--- config.mk ---
export PLATFORM = sky130hd
export DESIGN_NAME = piano_seq_ctrl
export DESIGN_NICKNAME = d
export VERILOG_FILES = /design/src/rtl/piano_pkg.sv /design/src/rtl/step_timer.sv /design/src/rtl/piano_seq_ctrl.sv
export SDC_FILE = /design/constraint.sdc
export NUM_CORES = 1
export LEC_CHECK = 0
export CAP_MARGIN = 30
export CORE_ASPECT_RATIO = 1.25
export CORE_UTILIZATION = 40
export CTS_BUF_LIST = sky130_fd_sc_hd__clkbuf_2 sky130_fd_sc_hd__clkbuf_4 sky130_fd_sc_hd__clkbuf_8
export CTS_CLUSTER_DIAMETER = 50
export DETAILED_ROUTE_END_ITERATION = 8
export SLEW_MARGIN = 20
export SYNTH_ARGS = -nofsm -noshare
export SYNTH_HDL_FRONTEND = slang
export SYNTH_HIERARCHICAL = 1
export SYNTH_SLANG_ARGS = --single-unit
--- constraint.sdc ---
create_clock -name CLK -period 7 [get_ports CLK]
set_input_delay 1.4 -clock CLK [delete_from_list [all_inputs] [get_ports CLK]]
set_output_delay 1.4 -clock CLK [all_outputs]
set_load 0.02 [all_outputs]
--- src/rtl/piano_pkg.sv ---
// Shared constants and state encoding for the piano record/playback sequencer.
package piano_pkg;

    localparam int DEPTH      = 8;
    localparam int ADDR_W     = 3;
    localparam int NUM_TRACKS = 4;
    localparam int NOTE_W     = 4;

    localparam logic [NOTE_W-1:0] REST_CODE = 4'hF;
    localparam logic [ADDR_W-1:0] LAST_SLOT = ADDR_W'(DEPTH - 1);

    typedef logic [2:0] state_t;

    localparam state_t IDLE     = 3'd0;
    localparam state_t REC_WAIT = 3'd1;
    localparam state_t REC_WR   = 3'd2;
    localparam state_t REC_HOLD = 3'd3;
    localparam state_t REC_FULL = 3'd4;
    localparam state_t PLAY     = 3'd5;

endpackage

--- src/rtl/step_timer.sv ---
// Playback step timer: counts 0..STEP_CYCLES-1 while enabled and pulses tc on the last count.
module step_timer #(
    parameter int STEP_CYCLES = 12500000
) (
    input  logic CLK,
    input  logic RST,
    input  logic clr,
    input  logic en,
    output logic tc
);

    localparam int CW = (STEP_CYCLES > 2) ? $clog2(STEP_CYCLES) : 1;
    localparam logic [CW-1:0] LAST = CW'(STEP_CYCLES - 1);

    logic [CW-1:0] cnt;

    assign tc = en && (cnt == LAST);

    always_ff @(posedge CLK or posedge RST) begin
        if (RST) begin
            cnt <= '0;
        end else if (clr || tc) begin
            cnt <= '0;
        end else if (en) begin
            cnt <= cnt + 1'b1;
        end
    end

endmodule

--- src/rtl/piano_seq_ctrl.sv ---
// Record/playback control for the 4-track, 8-slot note memory: edge detect, FSM,
// write strobe decode and the shared playback read address.
module piano_seq_ctrl
    import piano_pkg::*;
#(
    parameter int STEP_CYCLES = 12500000
) (
    input  logic                  CLK,
    input  logic                  RST,
    input  logic                  mode,
    input  logic                  play,
    input  logic                  loop,
    input  logic [1:0]            track_sel,
    input  logic                  key_valid,
    input  logic [NOTE_W-1:0]     key_code,
    input  logic                  rest_req,
    output logic [NUM_TRACKS-1:0] wr_en,
    output logic [ADDR_W-1:0]     wr_addr,
    output logic [NOTE_W-1:0]     wr_data,
    output logic [ADDR_W-1:0]     rd_addr,
    output logic                  play_gate,
    output logic                  busy,
    output logic                  rec_full,
    output logic                  step_pulse,
    output logic [2:0]            state_dbg
);

    state_t     state;
    logic       play_r, play_q;
    logic       key_r, key_q;
    logic [1:0] trk;
    logic       play_rise, key_rise;
    logic       tc;

    assign play_rise = play_r & ~play_q;
    assign key_rise  = key_r & ~key_q;

    step_timer #(.STEP_CYCLES(STEP_CYCLES)) u_step_timer (
        .CLK (CLK),
        .RST (RST),
        .clr (state != PLAY),
        .en  (state == PLAY),
        .tc  (tc)
    );

    // Memory write contract: wr_addr/wr_data are stable for the whole single
    // cycle in which exactly one wr_en bit is high; the memory captures on that edge.
    always_comb begin
        wr_en = '0;
        if (state == REC_WR) begin
            wr_en[trk] = 1'b1;
        end
    end

    assign play_gate = (state == PLAY);
    assign busy      = (state != IDLE);
    assign rec_full  = (state == REC_FULL);
    assign state_dbg = state;

    always_ff @(posedge CLK or posedge RST) begin
        if (RST) begin
            state      <= IDLE;
            play_r     <= 1'b0;
            play_q     <= 1'b0;
            key_r      <= 1'b0;
            key_q      <= 1'b0;
            trk        <= '0;
            wr_addr    <= '0;
            wr_data    <= '0;
            rd_addr    <= '0;
            step_pulse <= 1'b0;
        end else begin
            play_r     <= play;
            play_q     <= play_r;
            key_r      <= key_valid;
            key_q      <= key_r;
            step_pulse <= 1'b0;

            case (state)
                IDLE: begin
                    if (play_rise) begin
                        if (mode) begin
                            state   <= REC_WAIT;
                            wr_addr <= '0;
                            trk     <= track_sel;
                        end else begin
                            state      <= PLAY;
                            rd_addr    <= '0;
                            step_pulse <= 1'b1;
                        end
                    end
                end
                REC_WAIT: begin
                    if (!play) begin
                        state <= IDLE;
                    end else if (key_rise) begin
                        state   <= REC_WR;
                        wr_data <= key_code;
                    end else if (rest_req) begin
                        state   <= REC_WR;
                        wr_data <= REST_CODE;
                    end
                end
                // The strobe for this cycle is already out, so an abort here still lands the write.
                REC_WR: begin
                    if (!play) begin
                        state <= IDLE;
                    end else if (wr_addr == LAST_SLOT) begin
                        state <= REC_FULL;
                    end else begin
                        wr_addr <= wr_addr + 1'b1;
                        state   <= REC_HOLD;
                    end
                end
                REC_HOLD: begin
                    if (!play) begin
                        state <= IDLE;
                    end else if (!key_r) begin
                        state <= REC_WAIT;
                    end
                end
                REC_FULL: begin
                    if (!play) begin
                        state <= IDLE;
                    end
                end
                PLAY: begin
                    if (!play) begin
                        state   <= IDLE;
                        rd_addr <= '0;
                    end else if (tc) begin
                        if (rd_addr != LAST_SLOT) begin
                            rd_addr    <= rd_addr + 1'b1;
                            step_pulse <= 1'b1;
                        end else if (loop) begin
                            rd_addr    <= '0;
                            step_pulse <= 1'b1;
                        end else begin
                            state   <= IDLE;
                            rd_addr <= '0;
                        end
                    end
                end
                default: begin
                    state   <= IDLE;
                    rd_addr <= '0;
                end
            endcase
        end
    end

endmodule

==> impl_metrics.csv <==
group,metric,value,unit
clocking,cts_buffers,5,
sta,timing.setup.tns,0,ns
yosys,synth_top_cell_area_share,47.1,%
critical_path,worstSetupPathType,"reg -> out",
clocking,cts_tree,"done",
yosys,syn-cell-area,2340,µm²
placed_design,dp_slack,3.68,ns
cells_and_area,final_layout_size_suffix_gt1_share,6.67,%
route,routed_wl,4.98,mm
hold_path,hold_path_depth,0,
critical_path,cp.required,5.60,ns
yosys,async_reset_ff_share,100,%
clocking,cts.sinks,44,
yosys,synth_edf_count,0,
power_and_ir_drop,peakVddDrop,0.000196,V
critical_path,path_delay_family,"simple AND/OR/NAND/NOR gates",
global_routing,antenna_found_initial,0,
critical_path,critPathBufInv,1,
placed_design,io_buffers,33,
power_and_ir_drop,p_leak,0.00114,µW
yosys,yosysWarnings,6,
clocking,path_clk_slew,0.08,ns
sta,period_needed,3.66,ns
global_routing,grt_max_degree,21,
clocking,clk-insertion-delay-late,0.30,ns
yosys,synth_common_cells,"dfrtp_1, nor2_1, a21oi_1, nand2_1, o21ai_0",
floorplanning,dieArea,6160,µm²
yosys,synth.avg_cell_area,9.78,µm²
sta,grt_setup_unrepaired,"no",
critical_path,arrival,2.26,ns
floorplanning,initial_utilization,42.4,%
clocking,ctsHoldBuffers,0,
cells_and_area,fin_util,51.7,%
placed_design,placed_cells,326,
yosys,synthCells,239,
floorplanning,io_pins,34,
sta,fmax,274,MHz
job,maxCapViolations,0,
cells_and_area,area_growth,22.0,%
yosys,synth.area.top_cells,"dfrtp_1, a21oi_1, nor2_1",
cells_and_area,layout.nets,287,
critical_path,cp.depth,3,
sta,worstMarginPinSlew,0.780,ns
global_routing,globalRouteTotalUtil,17.8,%
cells_and_area,n_antenna_cell,0,
critical_path,crit_path_end_kind,"output pin",
route,drc,0,
route,routed_via_density,5.65,
critical_path,cpMaxStageDelayCell,"clkdlybuf4s50_1",
cells_and_area,fin_cells,334,
sta,setup_viol_count_final,0,
hold_path,hold_class,"reg -> reg",
route,antenna_left,0,
placed_design,dp_hpwl,3.58,mm
route,wl_per_cell,14.9,µm
yosys,yosysTopAreaCell,"dfrtp_1",
yosys,seq_area_frac_synth,47.1,%
critical_path,crit_path_cell_trace,"nor3b_1, and3_1, clkdlybuf4s50_1",
floorplanning,core_area,5520,µm²
placed_design,gp_congestion,0.800,
sta,setup_ws,3.34,ns
power_and_ir_drop,power_density,279,nW/µm²
sta,maxSlewViolCount,0,
clocking,cts_setup_buffers,0,
floorplanning,die_x,70.4,µm
yosys,yosysMostFrequentCell,"dfrtp_1",
floorplanning,die_h,87.5,µm
clocking,clockBufferDepth,2,
critical_path,critPathMaxStageDelay,0.60,ns
global_routing,grt_pass1_wl,8.69,mm
route,first_pass_iters,4,
critical_path,worst_r2r_path_depth,10,
clocking,htree_levels,2,
floorplanning,row_count,30,
yosys,ys_types,43,
clocking,cts-root-buf,"clkbuf_8",
outcome,status,"complete, no violations",
route,vias,1888,
global_routing,grt-ovfl-total,0,
sta,timing.hold.ws,0.378,ns
sta,period_share,52.2,%
critical_path,startpoint_type,"flop",
critical_path,worstPathMaxFanout,16,
sta,relSlewSlack,48.0,%
sta,worst_clock_skew,0.00762,ns
yosys,synth_nets,257,
route,drt-initial-drc-count,54,
yosys,synthFlopType,"dfrtp_1",
global_routing,grt_pass1_vias,1859,
sta,finalHoldViolations,0,
yosys,synth-seq-cells,44,
clocking,cts_resized,0,
cells_and_area,nFillCells,509,
-- layer usage --
metal  track usage (%)  up-vias  wire, µm
met5                 0        -         0
met4              6.55        0        74
met3              3.59        5       142
met2              31.4       31      2480
met1              21.5      912      2280
li1                  -      940         -
-- placed cells by master, fill, tap and decap left out, types with 2 or more instances in the layout --
cell type	synthesis	routed
a21oi_1	15	15
a22o_1	3	3
a31oi_1	3	3
and2_1	2	2
and3_1	6	6
clkbuf_8	0	7
clkdlybuf4s50_1	0	33
dfrtp_1	44	44
ha_1	5	5
inv_1	8	8
mux2_4	2	2
nand2_1	13	13
nand2b_1	3	3
nand3_1	10	10
nand3b_1	2	2
nand4_1	6	6
nand4b_1	2	2
nor2_1	20	20
nor2b_1	4	4
nor3_1	4	4
nor3b_1	2	2
nor4_1	6	6
o211ai_1	3	3
o21ai_0	12	12
o22a_1	4	4
o31ai_1	10	10
or3_1	8	8
or3b_2	2	2
or4_1	6	6
xnor2_1	6	6
xor2_1	5	5
-- path summary, 6_finish.rpt --
check / start / end / slack (ns)
worst max-delay path: state_dbg[1]$_DFFE_PP0P_ / wr_en[3] / 3.34
worst min-delay path: play_r$_DFF_PP0_ / play_q$_DFF_PP0_ / 0.38
worst max register to register: state_dbg[1]$_DFFE_PP0P_ / state_dbg[2]$_DFFE_PP0P_ / 3.97
worst min register to register: play_r$_DFF_PP0_ / play_q$_DFF_PP0_ / 0.38
max in group asynchronous: RST / wr_addr[2]$_DFFE_PP0P_ / 4.94
min in group asynchronous: RST / u_step_timer/cnt[4]$_DFFE_PP0P_ / 1.48
-- registers in the layout, summed over array words and instances, names as in the netlist --
register,cells
step_pulse,1
wr_addr,3
play_q,1
key_r,1
u_step_timer/cnt,24
rd_addr,3
state_dbg,3
play_r,1
wr_data,4
trk,2
key_q,1
-- worst register-to-register path, cell delays in order, from the launching register on --
cell and delay (ns):
dfrtp_1 0.53, and2b_1 0.32, nand2_1 0.08, inv_1 0.26
nand4_4 0.17, nand2b_1 0.23, nor4_1 0.63, or3b_2 0.23
a21oi_1 0.09, o31ai_1 0.25, o41ai_1 0.11
-- through the flow --
stage          cell area, µm²  total power, µW
2_1_floorplan            2340              487
5_1_grt                  2850              843
4_1_cts                  2850              806
6_report                 2850              797
3_5_place_dp             2730              588
3_3_place_gp             2710              586
-- logic make-up after synthesis --
kind of cell,count (synthesis),share of synthesized area (%)
DFF,44,47.1
buffers and inverters,20,3.64
AOI/OAI and AO/OA,55,15.7
adders and majority gates,5,2.68
xor gates and xnor gates,11,4.12
muxes,3,1.71
and+or+nand+nor,101,25.1
-- where the power goes --
group          switching [µW]  internal [µW]  leakage (µW)  total (µW)
logic                     127            125      0.000497         252
registers                45.1            285      0.000581         330
clock network            89.4            126     0.0000645         215
total                     262            536       0.00114         797
-- area by class of cell --
| cell class | count | area (µm²) | area share [%] |
|---|---|---|---|
| repair buffers | 35 | 353 | 12.4 |
| clock inverters | 1 | 30.0 | 1.05 |
| inverters | 8 | 30.0 | 1.05 |
| flip-flops and latches | 44 | 1100 | 38.6 |
| multi-input cells | 175 | 1160 | 40.8 |
| clock buffers | 7 | 96.3 | 3.38 |
| well taps | 64 | 80.1 | 2.81 |
(Power assumes the default switching activity.)
